===== src/rtl/l9_bram1_seq.sv =====
// Layer-9 BRAM address sequencer: LOAD -> CONV -> WB -> [READ] -> DONE sweep over L/x/y/k/z.
// Build macro L9_SEQ_READBACK_EN enables the READ phase; without it WB goes straight to DONE.
module l9_bram1_seq #(
  parameter int unsigned X_LAST = 7,
  parameter int unsigned Y_LAST = 7
) (
  input  logic       clk,
  input  logic       rst,
  input  logic       start,
  input  logic       stall,
  output logic [3:0] x,
  output logic [3:0] y,
  output logic [1:0] L,
  output logic [1:0] k,
  output logic [2:0] u,
  output logic [2:0] z,
  output logic [3:0] x_Reg5,
  output logic [3:0] y_Reg5,
  output logic       valid,
  output logic       busy,
  output logic       done
);

  localparam int unsigned DLY = 5;

  localparam logic [2:0] U_LOAD = 3'd0;
  localparam logic [2:0] U_CONV = 3'd3;
  localparam logic [2:0] U_WB   = 3'd4;
  localparam logic [2:0] U_READ = 3'd5;
  localparam logic [2:0] U_IDLE = 3'd7;

  typedef enum logic [2:0] {
    S_IDLE,
    S_LOAD,
    S_CONV,
    S_WB,
    S_READ,
    S_DONE
  } state_t;

  state_t      r_state;
  logic [3:0]  r_x, r_y;
  logic [1:0]  r_l, r_k;
  logic [2:0]  r_z, r_u;
  logic        r_busy, r_done, r_act;
  logic [3:0]  r_dx [DLY];
  logic [3:0]  r_dy [DLY];

  state_t      w_state_nxt;
  logic [3:0]  w_x_nxt, w_y_nxt;
  logic [1:0]  w_l_nxt, w_k_nxt;
  logic [2:0]  w_z_nxt, w_u_nxt;
  logic        w_busy_nxt, w_done_nxt, w_act_nxt;

  logic        w_y_last, w_x_last, w_l_last;
  logic [3:0]  w_y_step, w_x_step;
  logic [1:0]  w_l_step;
  logic        w_pos_end, w_sweep_end;

  // Shared y-innermost sweep: y, then x, then L, each wrapping exactly at its last value
  assign w_y_last    = (r_y == 4'(Y_LAST));
  assign w_x_last    = (r_x == 4'(X_LAST));
  assign w_l_last    = (r_l == 2'd3);
  assign w_y_step    = w_y_last ? 4'd0 : r_y + 4'd1;
  assign w_x_step    = w_y_last ? (w_x_last ? 4'd0 : r_x + 4'd1) : r_x;
  assign w_l_step    = (w_y_last && w_x_last) ? (w_l_last ? 2'd0 : r_l + 2'd1) : r_l;
  assign w_pos_end   = w_y_last && w_x_last;
  assign w_sweep_end = w_pos_end && w_l_last;

  // Next-state and next-counter logic; the register stage applies it only on non-stalled edges
  always_comb begin
    w_state_nxt = r_state;
    w_x_nxt     = r_x;
    w_y_nxt     = r_y;
    w_l_nxt     = r_l;
    w_k_nxt     = r_k;
    w_z_nxt     = r_z;
    unique case (r_state)
      S_IDLE: begin
        if (start) begin
          w_state_nxt = S_LOAD;
          w_x_nxt     = 4'd0;
          w_y_nxt     = 4'd0;
          w_l_nxt     = 2'd0;
          w_k_nxt     = 2'd0;
          w_z_nxt     = 3'd0;
        end
      end
      S_LOAD, S_READ: begin
        w_y_nxt = w_y_step;
        w_x_nxt = w_x_step;
        w_l_nxt = w_l_step;
        if (w_sweep_end) begin
          if (r_state == S_LOAD) begin
            w_state_nxt = S_CONV;
            w_k_nxt     = 2'd1;
          end else begin
            w_state_nxt = S_DONE;
          end
        end
      end
      S_CONV: begin
        if (r_k == 2'd3) begin
          w_k_nxt = 2'd1;
          w_y_nxt = w_y_step;
          w_x_nxt = w_x_step;
          w_l_nxt = w_l_step;
          if (w_sweep_end) begin
            w_state_nxt = S_WB;
            w_k_nxt     = 2'd0;
            w_z_nxt     = 3'd1;
          end
        end else begin
          w_k_nxt = r_k + 2'd1;
        end
      end
      S_WB: begin
        // z walks 1,2,3,0 at each position; the position advances after z=0
        w_z_nxt = (r_z == 3'd3) ? 3'd0 : r_z + 3'd1;
        if (r_z == 3'd0) begin
          w_y_nxt = w_y_step;
          w_x_nxt = w_x_step;
          if (w_pos_end) begin
            w_z_nxt = 3'd0;
`ifdef L9_SEQ_READBACK_EN
            w_state_nxt = S_READ;
`else
            w_state_nxt = S_DONE;
`endif
          end
        end
      end
      S_DONE: begin
        w_state_nxt = S_IDLE;
        w_x_nxt     = 4'd0;
        w_y_nxt     = 4'd0;
        w_l_nxt     = 2'd0;
        w_k_nxt     = 2'd0;
        w_z_nxt     = 3'd0;
      end
      default: begin
        w_state_nxt = S_IDLE;
      end
    endcase
  end

  // Phase code and status flags decoded from the next state so they register with it
  always_comb begin
    w_u_nxt    = U_IDLE;
    w_busy_nxt = 1'b1;
    w_done_nxt = 1'b0;
    w_act_nxt  = 1'b0;
    unique case (w_state_nxt)
      S_IDLE: w_busy_nxt = 1'b0;
      S_LOAD: begin w_u_nxt = U_LOAD; w_act_nxt = 1'b1; end
      S_CONV: begin w_u_nxt = U_CONV; w_act_nxt = 1'b1; end
      S_WB:   begin w_u_nxt = U_WB;   w_act_nxt = 1'b1; end
      S_READ: begin w_u_nxt = U_READ; w_act_nxt = 1'b1; end
      S_DONE: w_done_nxt = 1'b1;
      default: w_busy_nxt = 1'b0;
    endcase
  end

  always_ff @(posedge clk) begin
    if (rst) begin
      r_state <= S_IDLE;
      r_x     <= 4'd0;
      r_y     <= 4'd0;
      r_l     <= 2'd0;
      r_k     <= 2'd0;
      r_z     <= 3'd0;
      r_u     <= U_IDLE;
      r_busy  <= 1'b0;
      r_done  <= 1'b0;
      r_act   <= 1'b0;
    end else if (!stall) begin
      r_state <= w_state_nxt;
      r_x     <= w_x_nxt;
      r_y     <= w_y_nxt;
      r_l     <= w_l_nxt;
      r_k     <= w_k_nxt;
      r_z     <= w_z_nxt;
      r_u     <= w_u_nxt;
      r_busy  <= w_busy_nxt;
      r_done  <= w_done_nxt;
      r_act   <= w_act_nxt;
    end
  end

  // Free-running coordinate delay line, frozen only by stall
  always_ff @(posedge clk) begin
    if (rst) begin
      for (int i = 0; i < int'(DLY); i++) begin
        r_dx[i] <= 4'd0;
        r_dy[i] <= 4'd0;
      end
    end else if (!stall) begin
      r_dx[0] <= r_x;
      r_dy[0] <= r_y;
      for (int i = 1; i < int'(DLY); i++) begin
        r_dx[i] <= r_dx[i-1];
        r_dy[i] <= r_dy[i-1];
      end
    end
  end

  assign x      = r_x;
  assign y      = r_y;
  assign L      = r_l;
  assign k      = r_k;
  assign z      = r_z;
  assign u      = r_u;
  assign busy   = r_busy;
  assign done   = r_done;
  assign x_Reg5 = r_dx[DLY-1];
  assign y_Reg5 = r_dy[DLY-1];
  assign valid  = r_act && !stall;

endmodule

===== config.mk =====
export PLATFORM = sky130hd
export DESIGN_NAME = l9_bram1_seq
export DESIGN_NICKNAME = d
export VERILOG_FILES = /design/src/rtl/l9_bram1_seq.sv
export SDC_FILE = /design/constraint.sdc
export NUM_CORES = 1
export LEC_CHECK = 0
export ABC_AREA = 1
export CAP_MARGIN = 25
export CORE_MARGIN = 3
export CORE_UTILIZATION = 45
export DETAILED_ROUTE_END_ITERATION = 12
export GPL_TIMING_DRIVEN = 1
export PLACE_DENSITY = 0.66
export SYNTH_ARGS = -nofsm -noshare
export SYNTH_HDL_FRONTEND = slang
export SYNTH_SLANG_ARGS = --single-unit

===== constraint.sdc =====
create_clock -name clk -period 5 [get_ports clk]
set_input_delay 1 -clock clk [delete_from_list [all_inputs] [get_ports clk]]
set_output_delay 1 -clock clk [all_outputs]
set_load 0.03 [all_outputs]

Word level (Yosys, flattened, before mapping). Memory sizes are Yosys's and may differ from the RTL's. Cells that the tools add are included. W data, S select, Z words.

Div/mod/pow operators: 0. Reductions and logical operators: 16. Shift-type cells: 0. Order comparisons: 0. $mul: 0. Bitwise gates (word level): 11. Muxes and demuxes: 54. Add/subtract/negate cells: 5. Eq/ne operators: 21.

Operators with widths (number): $mux W4 (18); $pmux W4 S5 (2); $mux W3 (13); $pmux W3 S4 (3); $pmux W2 S4 (2); $eq A3 B2 Y1 const B (5); $reduce_and A5 Y1 (3); $mux W2 (7); $eq A3 B3 Y1 const B (4); $ne A2 B2 Y1 const B (6); $or A1 B1 Y1 (10); $mux W1 (9); $add A4 B1 Y4 const B (2); $eq A4 B3 Y1 const B (2); $reduce_bool A4 Y1 (2); $eq A3 B1 Y1 const B (2); $logic_not A3 Y1 (2); $reduce_bool A5 Y1 (1); $reduce_or A5 Y1 (1); $add A2 B1 Y2 const B (2); $eq A2 B2 Y1 const B (2); $reduce_and A4 Y1 (1); $reduce_or A4 Y1 (1); $add A3 B1 Y3 const B (1); other kinds (4) (6).

Register bits after elaboration: 24. Memories: 2. Output and inout bits: 29. Latch bits: 0. Memory bits (writable): 40. Bits in read-only memories: 0.

Memory list: r_dx (words 5, bits a word 4, rd ports 5, clocked after memory_dff 0, write ports 5, line 46) `logic [3:0] r_dx [DLY];`; r_dy (words 5, bits a word 4, rd ports 5, clocked after memory_dff 0, write ports 5, line 47) `logic [3:0] r_dy [DLY];`.

Logic depth before layout (Yosys ltp). Gate-level depths: netlist of run 1.

Word-level depth: 9. Mapped depth: 13. Depth with buffers taken out: 13.

Worst setup path before layout of run 1. No wires, ideal clock.

Path type: in2reg. From: input port rst. To: memory r_dx[0][0] (enable). Slack: 2.310 ns. Arrival: 2.292 ns. Cell stages on the path: 3. Cell sequence: clkbuf_1 nor2_1 inv_1.

RTL lines: start, declared (line 8) `input logic rst,`; end, declared (line 46).

Worst setup path in the final report of run 1.
From: input port stall. To: output port valid.

Cells in the longest elaborated chain, start to end: 2.

RTL lines: start, declared (line 10) `input logic stall,`; $logic_not A1 Y1 (line 217) `assign valid = r_act && !stall;`; $logic_and A1 B1 Y1 (line 217); end, declared (line 19) `output logic valid,`.

Every way passes these cells.

==> results of run 1 <==
## kinds of logic (layout without fill, tap and decap cells)
group,count (synthesis),count (layout)
DFF,64,64
adders and majority gates,6,6
xor gates and xnor gates,1,1
buffers and inverters,77,114
AOI/OAI and AO/OA,38,38
and+or+nand+nor,132,132
## power by group through the flow
stage	Sequential (mW)	Clock (mW)	Combinational [mW]
after floorplan	0.621	0	0.0665
after global placement	0.609	0	0.108
after detailed placement	0.610	0	0.110
after CTS	0.599	0.552	0.111
after global routing	0.601	0.576	0.122
final	0.598	0.538	0.109
## final timing paths
check | start | to | slack, ps | cells after the start
setup / recovery | stall | valid | 1770 | 3
hold / removal | r_act | r_act | 480 | 2
setup reg to reg | x[0] | u[1] | 3180 | 12
hold reg to reg | r_act | r_act | 480 | 2
## registers in the layout, summed over array words and instances (netlist names)
| register | count |
|---|---|
| r_dx | 20 |
| r_act | 1 |
| busy | 1 |
| done | 1 |
| z | 3 |
| r_dy | 20 |
| r_state | 3 |
| u | 3 |
| L | 2 |
| x | 4 |
| y | 4 |
| k | 2 |
## critical path, cell delays in order
cell             delay [ps]
clkdlybuf4s50_1         440
nor2_1                  120
clkdlybuf4s50_1         680
## cell type report
class	count	area, µm²	area share (%)
clock buffers	9	124	3.52
clock inverters	7	119	3.37
inverters	64	240	6.82
multi-input cells	177	928	26.4
flip-flops and latches	64	1680	47.7
well taps	75	93.8	2.66
repair buffers	34	335	9.52
## synth_stat cells, types with 3 or more instances
cell / n
ha_1: 6
nor3_1: 5
nand3_2: 3
o21ai_0: 11
inv_1: 58
nor2_1: 58
nand2_2: 7
o22ai_1: 4
nand3_1: 11
a211oi_1: 4
edfxtp_1: 40
nand2_1: 34
clkbuf_1: 5
a21oi_1: 14
nor2_2: 4
dfxtp_1: 24
buf_4: 8
inv_2: 5
## metrics by stage
step	instances	worst slack [ps]
after detailed placement	414	1770
after floorplan	318	2310
final	430	1770
after global placement	414	1780
after CTS	430	1760
after global routing	430	1710
## metal layers
metal | routed length (µm) | up-vias | part of all wire [%]
met5 | 0 | - | 0
met1 | 2250 | 963 | 45
met2 | 2440 | 47 | 48
met4 | 136 | 0 | 2.7
met3 | 218 | 12 | 4.3
li1 | - | 1073 | -
==> impl_metrics.yaml, run 1 <==
die:
  start_util_pct: 48.1
  fp-row-count: 28
  core_area_um2: 6100
  die_w_um: 86.7
  dieArea_um2: 7510
  die_h_um: 86.7
  ios: 33
synthesis:
  synth_area_um2: 2930
  yosysTopAreaCellShare_pct: 41.0
  synthTopCellsByArea: "edfxtp_1 41%, dfxtp_1 16%, inv_1 7.4%"
  syn_nets: 328
  synth_seq_cells: 64
  synth.avg_cell_area_um2: 9.21
  synthCells: 318
  muxShareOfSynthArea_pct: 0
  synth-main-ff-cell: "edfxtp_1"
  synth-xor-area-share_pct: 0.299
  synth_compound_area_share_pct: 7.43
  synth_edf_count: 40
  ys_seq_area_share_pct: 57.4
  ys_warn_count: 0
  ys_types: 30
  yosys.area_share.adder_pct: 2.56
  synth_top_family_by_area: "simple AND/OR/NAND/NOR gates"
  synthArstFlopShare_pct: 0
  yosysTopAreaCell: "edfxtp_1"
  synthSimpleGateAreaFrac_pct: 21.4
grt:
  met2_usage_pct: 25.4
  use_met1_pct: 17.7
  grt_pass1_vias: 2052
  grt_use_total_pct: 15.3
  top_usage_layer: "met2"
  grt_pass1_wl_mm: 8.75
  grt_overflow: 0
  grt_max_degree: 44
  use_met3_pct: 4.18
  antenna_found_initial: 0
power:
  cellPowerDensity_nw_per_um2: 354
  p_int_mw: 0.957
  combPwrFrac_pct: 8.8
  swShare_pct: 23.2
  p_leak_nw: 1.44
  power.switching_mw: 0.288
  finalPower_mw: 1.25
  pwr-share-clk_pct: 43.2
  p_seq_share_pct: 48.0
  ir_drop_uv: 260
final_layout:
  utilization_pct: 57.8
  fin_nets: 360
  num-fill-cells: 562
  drive_gt1_share_pct: 12.1
  fin_area_um2: 3520
  antenna_cells: 0
  syn_to_final_growth_pct: 20.2
  final_cell_mix: "58 x inv_1, 58 x nor2_1, 40 x edfxtp_1, 34 x nand2_1, 32 x clkdlybuf4s50_1"
drt:
  post_drt_wl_per_cell_um: 11.7
  drt_iter0_drc: 105
  post-route-drc-count: 0
  wl_mm: 5.04
  ant_nets: 0
  drt_pass1_iterations: 5
  route.vias.total: 2095
  via_per_inst: 4.87
clock_tree:
  h-tree-depth: 3
  cts_setup_buffers: 0
  clkTransAtPathRegs_ps: 70
  ctsHoldBuffers: 0
  cts_made_buffers: 9
  cts_tree: "done"
  cts.sink_count: 64
  clockRootBuffer: "clkbuf_8"
  cts_max_path_buffers: 2
  cts_resized: 0
  clk_latency_ps: 340
place:
  postPlaceCellArea_um2: 3280
  post-dp-hpwl_mm: 3.49
  gp_congestion: 0.812
  numPortBuffers: 32
run:
  maxCapViolCount: 0
worst_setup_path:
  worstPathRequired_ps: 4000
  arrival_ps: 2230
  critPathLaunchType: "input pin"
  end_kind: "output port"
  crit_type: "in2out"
  cp_max_fo: 3
status:
  status: "complete, no violations"
timing:
  min_period_over_period_pct: 64.6
  rsz0062_at_grt: "no"
  finalSetupViolations: 0
  worst_slew_pin_slew_ps: 514
  fmax_mhz: 310
  drv_slew: 0
  tns_ps: 0
  hold_viol: 0
  holdWs_ps: 483
  slew_headroom_pct: 65.6
  fin_skew_ps: 7.07
  period_needed_ps: 3230
hold_path:
  worstHoldPathType: "reg2reg"
Note: power is estimated with default switching activity, not from simulation.
==> inputs of run 2 (changes only) <==
Settings changed: PLACE_DENSITY 0.66 to 0.69.
Clock period 5 ns to 2.8 ns, I/O delays scaled along.
==> run 2 against run 1 <==
Compared with the run above:
- routed wire length is 0.67% lower
- clock skew is 0.93 ps lower
- clock-buffer cell count stayed put
- sequential power is 79% higher
- highest routed layer unchanged
==> impl_metrics.yaml, run 2 (synthesis results as in run 1) <==
timing:
  hold_viol: 0
  slew_headroom_pct: 73.4
  period_needed_ps: 2360
  tns_ps: 0
  worst_slew_pin_slew_ps: 400
  holdWs_ps: 464
  finalSetupViolations: 0
  min_period_over_period_pct: 84.3
  drv_slew: 0
  rsz0062_at_grt: "no"
  fmax_mhz: 423
  fin_skew_ps: 6.13
clock_tree:
  h-tree-depth: 3
  ctsHoldBuffers: 0
  cts.sink_count: 64
  cts_tree: "done"
  cts_setup_buffers: 0
  clk_latency_ps: 340
  cts_resized: 0
  cts_made_buffers: 9
  cts_max_path_buffers: 2
  clkTransAtPathRegs_ps: 70
  clockRootBuffer: "clkbuf_8"
final_layout:
  layoutNonFillerInstCount: 431
  largestRegisters: "r_dx (20), r_dy (20)"
  final_cell_mix: "58 x inv_1, 58 x nor2_1, 40 x edfxtp_1, 34 x nand2_1, 32 x clkdlybuf4s50_1"
  antenna_cells: 0
  num-fill-cells: 560
  fin_area_um2: 3500
  fin_nets: 361
  multi_input_area_um2: 928
  regArea_um2: 1680
  syn_to_final_growth_pct: 19.6
  drive_gt1_share_pct: 12.6
worst_setup_path:
  arrival_ps: 1800
  cp_slowest_cell: "clkdlybuf4s50_1"
  crit_type: "in2out"
  end_kind: "output port"
  cp_max_fo: 3
  r2r_start: "y[0]"
  crit_chain: "clkdlybuf4s50_1, nor2_1, clkdlybuf4s50_1"
  crit_start: "stall"
  worstPathRequired_ps: 2240
  rrSetupSlack_ps: 950
  cp.depth: 3
  cp_top_family: "buffers and inverters"
  crit_end: "valid"
  path_buf_inv: 2
  critPathLaunchType: "input pin"
  worstReg2RegEnd: "u[1]"
  rr_worst_depth: 12
  cp_common_cell: "clkdlybuf4s50_1"
  slowest_delay_ps: 680
place:
  post-dp-hpwl_mm: 3.41
  dpl.cell_count: 415
  postPlaceCellArea_um2: 3300
  gp_congestion: 0.809
  numPortBuffers: 32
grt:
  grt_pass1_wl_mm: 8.87
  antenna_found_initial: 0
  grt_overflow: 0
  grt_use_total_pct: 15.2
  grt_max_degree: 47
  grt_pass1_vias: 2064
die:
  core_area_um2: 6100
  fp-row-count: 28
  die_h_um: 86.7
  start_util_pct: 48.1
  dieArea_um2: 7510
  ios: 33
  die_w_um: 86.7
drt:
  drt_pass1_iterations: 4
  post_drt_wl_per_cell_um: 11.6
  ant_nets: 0
  via_per_inst: 4.76
  wl_mm: 5.01
  route.vias.total: 2053
  post-route-drc-count: 0
  drt_iter0_drc: 62
power:
  cellPowerDensity_nw_per_um2: 589
  ir_drop_uv: 314
  p_leak_nw: 1.42
status:
  status: "complete, no violations"
hold_path:
  worstHoldPathType: "reg2reg"
run:
  maxCapViolCount: 0
run 2: changes by cell type in the layout (fill, tap and decap cells not counted):
cell | before | now
clkinv_4 | 1 | 0
clkinvlp_4 | 1 | 3
buf_12 | 0 | 1
bufinv_16 | 3 | 1
clkinv_1 | 2 | 1
inv_6 | 1 | 3
run 2: layer usage:
| layer | GRT usage [%] | share of wire, % | vias up |
|---|---|---|---|
| met4 | 6.94 | 1.8 | 0 |
| met2 | 25.5 | 49 | 41 |
| met5 | 0 | 0 | - |
| met1 | 18.2 | 45 | 926 |
| met3 | 4.28 | 4.4 | 8 |
| li1 | - | - | 1078 |
run 2: stage by stage:
stage	worst slack, ps	power [mW]	utilization [%]
6_report	438	2.06	57.5
5_1_grt	393	2.16	57.5
4_1_cts	436	2.09	57.5
3_5_place_dp	448	1.29	54.1
3_3_place_gp	466	1.28	54.1
2_1_floorplan	550	1.23	-
run 2: worst min-delay path, delay by kind of cell (launching register included):
family	cells	cell delay, ps
flops	1	320
simple gates	1	60
compound gates	1	50
run 2: report_power, final:
part | leakage (nW) | switching [mW] | internal, mW | total, mW
registers | 0.640 | 0.0199 | 1.05 | 1.07
clock network | 0.0929 | 0.378 | 0.420 | 0.798
logic | 0.691 | 0.127 | 0.0716 | 0.198
total | 1.42 | 0.525 | 1.54 | 2.06
run 2: area by class of cell:
cell class	instances	share of cell area, %
tap	75	2.68
timing repair buffer	35	10.1
inverter	64	6.86
sequential	64	48.0
clock buffer	9	3.54
clock inverter	7	2.25
multi-input combinational	177	26.5
run 2: worst min path at each step:
stage               startpoint  endpoint  slack, ps  cells after the start
floorplan                r_act     r_act        430                      2
global placement         r_act     r_act        450                      2
detailed placement       r_act     r_act        450                      2
CTS                      r_act     r_act        460                      2
global route             r_act     r_act        500                      2
finish                   r_act     r_act        460                      2
==> inputs of run 3 (changes only) <==
Clock period 2.8 ns to 2 ns, I/O delays scaled along.
==> run 3 against run 2 <==
Compared with the run above:
- worst hold slack lost 2.5 ps
- non-clock buffer count grew 3
- setup slack lost 290 ps
- via count shrank 1.1%
- sequential power grew 39%
- sequential share of layout area shrank 1.0 points
- flip-flop and latch count is the same
- global-route usage shrank 0.44 points
- critical endpoint is now y[0]
==> impl_metrics.yaml, run 3 (synthesis results as in run 1) <==
status:
  status: "complete, no violations"
final_layout:
  fin_nets: 364
  largestRegisters: "r_dx (20), r_dy (20)"
  drive_gt1_share_pct: 13.6
  layout_commonest_cell: "nor2_1"
  final_cell_mix: "58 x nor2_1, 57 x inv_1, 40 x edfxtp_1, 34 x nand2_1, 31 x clkdlybuf4s50_1"
  layoutNonFillerInstCount: 434
  syn_to_final_growth_pct: 22.2
  fin_area_um2: 3580
  antenna_cells: 0
die:
  start_util_pct: 48.1
  ios: 33
  die_w_um: 86.7
  die_h_um: 86.7
  dieArea_um2: 7510
  fp-row-count: 28
  core_area_um2: 6100
timing:
  rsz0062_at_grt: "no"
  slew_headroom_pct: 73.6
  hold_viol: 0
  fin_skew_ps: 7.37
  fmax_mhz: 539
  drv_slew: 0
  period_needed_ps: 1860
  worst_slew_pin_slew_ps: 394
  min_period_over_period_pct: 92.8
  finalSetupViolations: 0
clock_tree:
  ctsHoldBuffers: 0
  clockRootBuffer: "clkbuf_8"
  clk_latency_ps: 340
  clkTransAtPathRegs_ps: 70
  cts_setup_buffers: 0
  cts_tree: "done"
  h-tree-depth: 3
  cts_resized: 0
  cts.sink_count: 64
  cts_made_buffers: 9
  cts_max_path_buffers: 2
drt:
  drt_pass1_iterations: 4
  route.vias.total: 2030
  via_per_inst: 4.68
  post_drt_wl_per_cell_um: 11.6
  drt_iter0_drc: 163
  post-route-drc-count: 0
  ant_nets: 0
  wl_mm: 5.03
worst_setup_path:
  cp_max_fo: 4
  end_kind: "output port"
  rr_worst_depth: 12
  slowest_delay_ps: 660
  arrival_ps: 1460
  crit_type: "reg2out"
  worstPathRequired_ps: 1600
  crit_chain: "buf_4, clkdlybuf4s50_1"
  cp_slowest_cell: "clkdlybuf4s50_1"
  critPathLaunchType: "flip-flop"
hold_path:
  worstHoldPathType: "reg2reg"
  hold_depth: 2
place:
  gp_congestion: 0.802
  post-dp-hpwl_mm: 3.44
  dpl.cell_count: 418
  numPortBuffers: 32
  postPlaceCellArea_um2: 3340
power:
  finalPower_mw: 3.11
  cellPowerDensity_nw_per_um2: 869
  ir_drop_uv: 556
  p_leak_nw: 1.47
grt:
  grt_pass1_wl_mm: 8.71
  grt_max_degree: 44
  antenna_found_initial: 0
  grt_overflow: 0
  grt_use_total_pct: 14.8
  grt_pass1_vias: 2014
run:
  maxCapViolCount: 0
run 3: cell count changes in the layout (fill, tap and decap cells not counted), sizes merged:
cell / before / now
buf: 3 / 7
bufinv: 1 / 3
clkdlybuf4s50: 32 / 31
clkinv: 1 / 3
clkinvlp: 3 / 2
inv: 66 / 63
run 3: area by class of cell:
type	instances	area, µm²
fill	548	2520
sequential	64	1680
multi-input combinational	177	928
timing repair buffer	38	388
inverter	64	244
clock buffer	9	124
clock inverter	7	119
tap	75	93.8
run 3: path summary, 6_finish.rpt:
path | startpoint | to | slack [ps]
hold / removal | r_act | r_act | 460
setup reg to reg | x[1] | u[1] | 250
setup / recovery | y[0] | y[0] | 140
hold reg to reg | r_act | r_act | 460
run 3: metrics by stage:
step           TNS, ps  util [%]  hold slack [ps]  setup slack (ps)
2_1_floorplan    -28.8         -              434             -28.8
3_3_place_gp         0      54.7              451               157
3_5_place_dp         0      54.7              450               114
4_1_cts              0      58.7              461               123
5_1_grt              0      58.7              493              38.1
6_report             0      58.7              461               144
run 3: critical path: cells and delay by family (launching register included):
kind                   cells  cell delay (ps)
flip-flops                 1              340
buffers and inverters      2              790
run 3: metal layers:
layer  global-route usage [%]  routed length (µm)  vias to the layer above  share of wire [%]
met1                     17.4                2280                      912                 45
met4                     4.67                  46                        0               0.92
li1                         -                   -                     1086                  -
met3                     5.61                 183                        6                3.6
met5                        0                   0                        -                  0
met2                     25.0                2510                       26                 50
run 3: power breakdown:
group          internal, mW  switching (mW)
registers              1.47          0.0262
clock network         0.830           0.499
logic                 0.107           0.181
total                  2.40           0.706
